[config.mk]
export PLATFORM = sky130hd
export DESIGN_NAME = mic_clk_ctrl
export DESIGN_NICKNAME = d
export VERILOG_FILES = /design/src/rtl/mic_pkg.sv /design/src/rtl/mic_clk_div.sv /design/src/rtl/mic_clk_ctrl.sv
export SDC_FILE = /design/constraint.sdc
export NUM_CORES = 1
export LEC_CHECK = 0
export CAP_MARGIN = 20
export CORE_ASPECT_RATIO = 0.5
export CORE_MARGIN = 4
export CORE_UTILIZATION = 50
export CTS_CLUSTER_SIZE = 28
export DETAILED_ROUTE_END_ITERATION = 10
export PLACE_DENSITY = 0.83
export SETUP_SLACK_MARGIN = 0.1
export SKIP_LAST_GASP = 1
export SYNTH_ARGS = -nofsm -noshare
export SYNTH_HDL_FRONTEND = slang
export SYNTH_HIERARCHICAL = 1
export SYNTH_SLANG_ARGS = --single-unit
[constraint.sdc]
create_clock -name clk -period 4.4 [get_ports clk]
set_input_delay 0.88 -clock clk [delete_from_list [all_inputs] [get_ports clk]]
set_output_delay 0.88 -clock clk [all_outputs]
set_load 0.01 [all_outputs]
[src/rtl/mic_pkg.sv]
// Shared types and widths for the MEMS microphone clock controller.
// No logic; widths and state encoding only.
// No flow control.
package mic_pkg;

    localparam int MIC_DIV_W  = 8;
    localparam int MIC_WAKE_W = 16;

    typedef enum logic [1:0] {
        ST_OFF  = 2'd0,
        ST_WAKE = 2'd1,
        ST_RUN  = 2'd2,
        ST_STOP = 2'd3
    } mic_state_e;

endpackage

[src/rtl/mic_clk_div.sv]
// Programmable microphone clock divider: half-period = div_cur+1 clk cycles.
// micclk is registered; rise_evt/fall_evt flag the toggle that happens on the next edge.
// No backpressure; run gates counting, clr forces count and micclk to 0.
module mic_clk_div
    import mic_pkg::*;
#(
    parameter logic [MIC_DIV_W-1:0] DIV_RESET = 8'h03
) (
    input  logic                 clk,
    input  logic                 rst,
    input  logic                 run,
    input  logic                 clr,
    input  logic                 div_load,
    input  logic [MIC_DIV_W-1:0] div_val,
    output logic                 micclk,
    output logic                 rise_evt,
    output logic                 fall_evt,
    output logic [MIC_DIV_W-1:0] div_cur
);

    logic [MIC_DIV_W-1:0] count_q, count_d;
    logic [MIC_DIV_W-1:0] div_q, div_d;
    logic                 micclk_q, micclk_d;
    logic                 hit;

    assign hit      = run && (count_q == div_q);
    assign rise_evt = hit && !micclk_q;
    assign fall_evt = hit && micclk_q;

    // Next count/toggle; a clear wins over a pending toggle so no runt pulse escapes.
    always_comb begin
        count_d  = count_q;
        micclk_d = micclk_q;
        div_d    = div_q;
        if (div_load) begin
            div_d = div_val;
        end
        if (clr) begin
            count_d  = '0;
            micclk_d = 1'b0;
        end else if (hit) begin
            count_d  = '0;
            micclk_d = !micclk_q;
        end else if (run) begin
            count_d = count_q + MIC_DIV_W'(1);
        end
    end

    // Divider state registers.
    always_ff @(posedge clk) begin
        if (rst) begin
            count_q  <= '0;
            micclk_q <= 1'b0;
            div_q    <= DIV_RESET;
        end else begin
            count_q  <= count_d;
            micclk_q <= micclk_d;
            div_q    <= div_d;
        end
    end

    assign micclk  = micclk_q;
    assign div_cur = div_q;

endmodule

[src/rtl/mic_clk_ctrl.sv]
// Microphone clock sequencer: OFF -> WAKE -> RUN -> clean stop, with per-edge capture strobes.
// Strobes/data_valid are registered alongside micclk (same cycle as the new micclk level).
// No backpressure; divider writes outside OFF are held until the next falling toggle.
module mic_clk_ctrl
    import mic_pkg::*;
#(
    parameter logic [MIC_DIV_W-1:0] DIV_RESET   = 8'h03,
    parameter int unsigned          WAKE_CYCLES = 16
) (
    input  logic                 clk,
    input  logic                 rst,
    input  logic                 en,
    input  logic                 div_wr,
    input  logic [MIC_DIV_W-1:0] div_wdata,
    output logic                 micclk,
    output logic                 rise_stb,
    output logic                 fall_stb,
    output logic                 data_valid,
    output logic [MIC_DIV_W-1:0] div_cur,
    output logic                 div_pend
);

    localparam logic [MIC_WAKE_W-1:0] WAKE_TGT = MIC_WAKE_W'(WAKE_CYCLES);

    mic_state_e             state_q, state_d;
    logic [MIC_WAKE_W-1:0]  wake_q, wake_d, wake_inc;
    logic                   pend_q, pend_d;
    logic [MIC_DIV_W-1:0]   pend_val_q, pend_val_d;
    logic                   rise_stb_q, rise_stb_d;
    logic                   fall_stb_q, fall_stb_d;
    logic                   dv_q, dv_d;

    logic                   run, clr, div_load;
    logic [MIC_DIV_W-1:0]   div_val;
    logic                   rise_evt, fall_evt, micclk_w;
    logic [MIC_DIV_W-1:0]   div_cur_w;

    assign wake_inc = wake_q + MIC_WAKE_W'(1);
    assign run      = (state_q != ST_OFF);
    assign clr      = (state_d == ST_OFF);

    // Sequencer next state and wake counting.
    always_comb begin
        state_d = state_q;
        wake_d  = wake_q;
        case (state_q)
            ST_OFF: begin
                if (en) begin
                    state_d = ST_WAKE;
                    wake_d  = '0;
                end
            end
            ST_WAKE, ST_RUN: begin
                if (!en) begin
                    // Low phase: stop now. High phase: finish it, unless it ends this edge.
                    if (!micclk_w || fall_evt) begin
                        state_d = ST_OFF;
                    end else begin
                        state_d = ST_STOP;
                    end
                end else if (state_q == ST_WAKE && rise_evt) begin
                    wake_d = wake_inc;
                    if (wake_inc == WAKE_TGT) begin
                        state_d = ST_RUN;
                    end
                end
            end
            ST_STOP: begin
                if (fall_evt) begin
                    state_d = ST_OFF;
                end
            end
            default: state_d = ST_OFF;
        endcase
    end

    // Divider write path: direct in OFF, otherwise deferred to a falling toggle.
    // Entering OFF also counts as a boundary so a pending value is never stranded.
    always_comb begin
        pend_d     = pend_q;
        pend_val_d = pend_val_q;
        div_load   = 1'b0;
        div_val    = div_wdata;
        if (state_q == ST_OFF) begin
            div_load = div_wr;
        end else if (div_wr && (fall_evt || clr)) begin
            div_load = 1'b1;
            pend_d   = 1'b0;
        end else if (div_wr) begin
            pend_d     = 1'b1;
            pend_val_d = div_wdata;
        end else if (pend_q && (fall_evt || clr)) begin
            div_load = 1'b1;
            div_val  = pend_val_q;
            pend_d   = 1'b0;
        end
    end

    // Strobes only for toggles taken while in RUN; a rise cancelled by stop is not reported.
    always_comb begin
        rise_stb_d = (state_q == ST_RUN) && rise_evt && !clr;
        fall_stb_d = (state_q == ST_RUN) && fall_evt;
        dv_d       = (state_d == ST_RUN);
    end

    // Control registers.
    always_ff @(posedge clk) begin
        if (rst) begin
            state_q    <= ST_OFF;
            wake_q     <= '0;
            pend_q     <= 1'b0;
            pend_val_q <= '0;
            rise_stb_q <= 1'b0;
            fall_stb_q <= 1'b0;
            dv_q       <= 1'b0;
        end else begin
            state_q    <= state_d;
            wake_q     <= wake_d;
            pend_q     <= pend_d;
            pend_val_q <= pend_val_d;
            rise_stb_q <= rise_stb_d;
            fall_stb_q <= fall_stb_d;
            dv_q       <= dv_d;
        end
    end

    mic_clk_div #(
        .DIV_RESET (DIV_RESET)
    ) u_div (
        .clk      (clk),
        .rst      (rst),
        .run      (run),
        .clr      (clr),
        .div_load (div_load),
        .div_val  (div_val),
        .micclk   (micclk_w),
        .rise_evt (rise_evt),
        .fall_evt (fall_evt),
        .div_cur  (div_cur_w)
    );

    assign micclk     = micclk_w;
    assign rise_stb   = rise_stb_q;
    assign fall_stb   = fall_stb_q;
    assign data_valid = dv_q;
    assign div_cur    = div_cur_w;
    assign div_pend   = pend_q;

endmodule

==> results.rst, run 1 <==
.. list-table::
   :header-rows: 1

   * - Metric
     - Value
   * - Result of the run
     - completed
   * - Total Neg Setup Slack
     - 0 ns
   * - Avg Cell Area, Syn
     - 8.95 um2
   * - Cell chosen for the clock root
     - sky130_fd_sc_hd__clkbuf_8
   * - Final clock period utilization by the worst path
     - 88.8%
   * - Number of global-route vias before repair
     - 2331
   * - Final Skew
     - 0.00507 ns
   * - Most used flip-flop cell after synthesis
     - sky130_fd_sc_hd__dfxtp_1
   * - Total count of hold-check failures in the final report
     - 0
   * - Critical R2R Launch
     - state_q[0]
   * - Netlist cell types
     - 52
   * - Critical hold path startpoint
     - pend_val_q[0]
   * - Maximum vdd drop
     - 0.125 mV
   * - Yosys warnings
     - 6
   * - Die height
     - 60.9 um
   * - Sequential group share of total power
     - 53.0%
   * - Fraction of power consumed by the clock network
     - 30.0%
   * - CTS tree
     - built
   * - Residual DRC count
     - 0
   * - Cell chain of the critical path
     - inv_1, ha_1, inv_2, nand2_1, nor4_1, buf_4, nor2b_1, o21ai_0, nor3_1, a21oi_1, nand2_1, a211oi_4, or2_2, o22a_2, mux2i_1, nor2_1
   * - Total clock sinks
     - 47
   * - Slew margin rel.
     - 46.9%
   * - Core utilization of the finished layout
     - 60.6%
   * - Worst Hold Path EP
     - pend_val_q[0]
   * - Static Leakage
     - 1.14 nW
   * - Cell with the largest stage delay on the worst path
     - sky130_fd_sc_hd__a211oi_4
   * - Area of the mapped netlist
     - 2790 um2
   * - Drt initial violations
     - 142
   * - Number of maximum-capacitance violations
     - 0
   * - Cell area power density
     - 272 nW/um2
   * - RSZ-0062 raised after global routing
     - false
   * - Layout Cell Area excl Fill
     - 3130 um2
   * - Total number of vias
     - 2280
   * - Maximum level of the CTS H-tree
     - 2
   * - Global-route wire length before repair
     - 10400 um
   * - Largest incremental delay on the critical path
     - 0.42 ns
   * - Comb power frac
     - 17.0%
   * - Worst Path Max Fanout
     - 11
   * - Slew at the pin with the worst max-slew slack
     - 0.794 ns
   * - Initial DRT Pass Iterations
     - 4
   * - Buffers inserted by post-CTS timing repair
     - 0
   * - Clock-pin slew of the registers on the worst-case setup and hold paths
     - 0.09 ns
   * - Area used by sequential logic in the layout
     - 941 um2
   * - Worst setup SP type
     - register
   * - Residual antenna-violating net count after detailed routing
     - 0
   * - GRT Resource Usage Total
     - 18.7%
   * - Capturing element type of the critical path
     - register
   * - Aggregate routed wire length
     - 5920 um
   * - Worst min-delay path category
     - reg -> reg
   * - Critical path data required time
     - 4.56 ns
   * - Worst flop-to-flop path endpoint
     - u_div/div_cur[5]
   * - Number of diodes
     - 0
   * - Total CTS buffers
     - 5
   * - Most common cell after layout, fill and taps aside
     - sky130_fd_sc_hd__dfxtp_1
   * - Total cell area at the placement stage
     - 3040 um2
   * - Post-synthesis register bit count
     - 47
   * - Switching part of the total
     - 27.6%
   * - Count of flip-flops with a built-in enable after synthesis
     - 0
   * - Pin count of the biggest net entering global routing
     - 28
   * - Starting density of the core
     - 54.2%
   * - CP Data Arrival Time
     - 4.06 ns
   * - Die footprint
     - 6920 um2
   * - Number of core rows
     - 18
   * - Fillcell total
     - 425
   * - Longest Clk Path Bufs
     - 2
   * - Share of post-route cells with drive strength above 1
     - 10.7%
   * - Post-synth ARST share
     - 0%
   * - Worst Setup Path Type
     - reg -> reg
   * - Max-slew violation total from the final report
     - 0
   * - Core region area
     - 5160 um2
   * - Flop2flop setup slack
     - 0.49 ns
   * - Post-detailed-route wirelength per cell
     - 14.9 um
   * - Count of mapped cells out of synthesis
     - 312
   * - Commonest cells after routing, fill and taps aside
     - 47 x sky130_fd_sc_hd__dfxtp_1, 41 x sky130_fd_sc_hd__nor2_1, 24 x sky130_fd_sc_hd__clkdlybuf4s50_1
   * - Detailed placer's ending HPWL
     - 4270 um
   * - Number of cells on the worst reg-to-reg path
     - 16
   * - Layout-stage area growth over the synthesis result
     - 11.9%
   * - Maximum frequency from static timing analysis
     - 0.256 GHz
   * - Setup violations, final
     - 0
   * - Cell-internal power
     - 617 uW
   * - Final weighted congestion in routability-driven placement
     - 0.916
   * - Top-level port count
     - 25
   * - Area of the multi-input gates
     - 1740 um2
   * - Initial antenna violation count
     - 0
   * - Net switching power of the design
     - 235 uW
   * - Number of port buffers
     - 24
   * - Clock period minus final worst setup slack
     - 3.91 ns
   * - Horizontal die dimension
     - 114 um
   * - Global-route congestion overflow total
     - 0
   * - Detail-routed via count per cell
     - 5.73
   * - Nets
     - 346
   * - Clock insertion delay at the later pin of the skew report
     - 0.30 ns
   * - Cell type with the highest occurrence count on the critical path
     - sky130_fd_sc_hd__nand2_1
   * - Net count after synthesis
     - 331
   * - Number of cells on the worst hold path
     - 2
   * - Share of the yosys chip area belonging to registers
     - 33.7%
==> per-layer routing <==
metal	track usage (%)	up-vias	share of wire, %	wire length [um]
met5	0	-	0	0
met4	9.42	0	2.3	135
met3	3.78	13	3.8	226
met2	35.3	45	50	2980
met1	20.6	1093	44	2580
li1	-	1129	-	-
==> logic make-up (layout without fill, tap and decap cells) <==
family / after synthesis / in the layout / synth area share [%]
flops: 47 / 47 / 33.7
compound gates: 57 / 57 / 14.7
mux: 25 / 25 / 10.4
simple gates: 134 / 134 / 27.2
fa+ha+maj: 7 / 7 / 3.13
xor+xnor: 18 / 18 / 6.72
buf+inv: 24 / 40 / 4.12
==> cell type report <==
class / instances / area share, %
flip-flops and latches: 47 / 30.1
multi-input cells: 241 / 55.6
inverters: 6 / 0.720
clock buffers: 7 / 2.44
well taps: 70 / 2.80
clock inverters: 1 / 0.160
repair buffers: 26 / 8.16
==> registers in the layout, summed over array words and instances (netlist names), 2 cells and up <==
name	flops
wake_q	16
pend_val_q	8
u_div/count_q	8
u_div/div_cur	8
state_q	2
==> power by group through the flow <==
stage          Combinational (mW)  Sequential [mW]  Clock, mW
6_report                    0.145            0.451      0.255
5_1_grt                     0.157            0.453      0.278
4_1_cts                     0.144            0.451      0.260
3_5_place_dp                0.143            0.461          0
3_3_place_gp                0.138            0.460          0
2_1_floorplan              0.0972            0.461          0
==> cells in the mapped netlist, drive strengths merged (2+ instances only) <==
cell type / instances / area, um2
nor4: 4 / 55.1
nand2: 22 / 82.6
o22ai: 2 / 12.5
mux2: 8 / 120
nand4: 7 / 58.8
dfxtp: 47 / 941
nand3: 7 / 35.0
xnor2: 15 / 161
xor2: 3 / 26.3
a211o: 2 / 17.5
nor2b: 6 / 37.5
o31ai: 2 / 42.5
a21oi: 16 / 80.1
and4: 5 / 43.8
mux2i: 17 / 170
buf: 5 / 43.8
clkbuf: 13 / 48.8
or3: 3 / 23.8
and2: 2 / 15.0
nor3: 7 / 40.0
a31oi: 5 / 31.3
nand2b: 18 / 113
a311oi: 2 / 17.5
nor3b: 3 / 33.8
o21a: 2 / 15.0
nand3b: 2 / 15.0
nor2: 41 / 154
o21ai: 13 / 65.1
a211oi: 5 / 50.1
ha: 7 / 87.6
and3: 3 / 18.8
o31a: 2 / 17.5
inv: 6 / 22.5
==> worst max path at each step <==
| stage | endpoint | start | cells after the start |
|---|---|---|---|
| after floorplan | u_div/div_cur[1] | state_q[0] | 16 |
| after global placement | u_div/div_cur[0] | state_q[0] | 13 |
| after detailed placement | u_div/div_cur[5] | state_q[0] | 13 |
| after CTS | u_div/div_cur[5] | state_q[0] | 16 |
| after global routing | u_div/div_cur[5] | state_q[0] | 16 |
| final | u_div/div_cur[5] | state_q[0] | 16 |
==> critical path: cells and delay by family, from the launching register on <==
family / cells / cell delay (ns)
fa+ha+maj: 1 / 0.33
flops: 1 / 0.40
mux: 1 / 0.28
simple gates: 7 / 1.06
buf+inv: 3 / 0.53
compound gates: 4 / 1.14
==> through the flow <==
stage | hold slack (ns) | cells | total power [mW] | setup WS, ns
floorplan | 0.448 | 312 | 0.558 | 0.250
global route | 0.515 | 398 | 0.888 | 0.155
detailed placement | 0.476 | 390 | 0.604 | 0.281
global placement | 0.458 | 390 | 0.597 | 0.574
CTS | 0.489 | 398 | 0.855 | 0.245
finish | 0.484 | 398 | 0.851 | 0.492
==> timing repair <==
action,CTS,global route
resized for setup,0,2
endpoints found under the setup margin,0,8
hold buffers,0,0
No activity file was read; power rests on OpenSTA's default activity.
==> run 2, diff against run 1 <==
--- a/config.mk
+++ b/config.mk
@@ -9,8 +9,9 @@
 export CORE_ASPECT_RATIO = 0.5
 export CORE_MARGIN = 4
 export CORE_UTILIZATION = 50
-export CTS_CLUSTER_SIZE = 28
+export CTS_CLUSTER_SIZE = 30
 export DETAILED_ROUTE_END_ITERATION = 10
+export GPL_TIMING_DRIVEN = 1
 export PLACE_DENSITY = 0.83
 export SETUP_SLACK_MARGIN = 0.1
 export SKIP_LAST_GASP = 1
==> results of run 2 <==
Same layout as run 1: the final DEF is identical, and so are final timing and power.
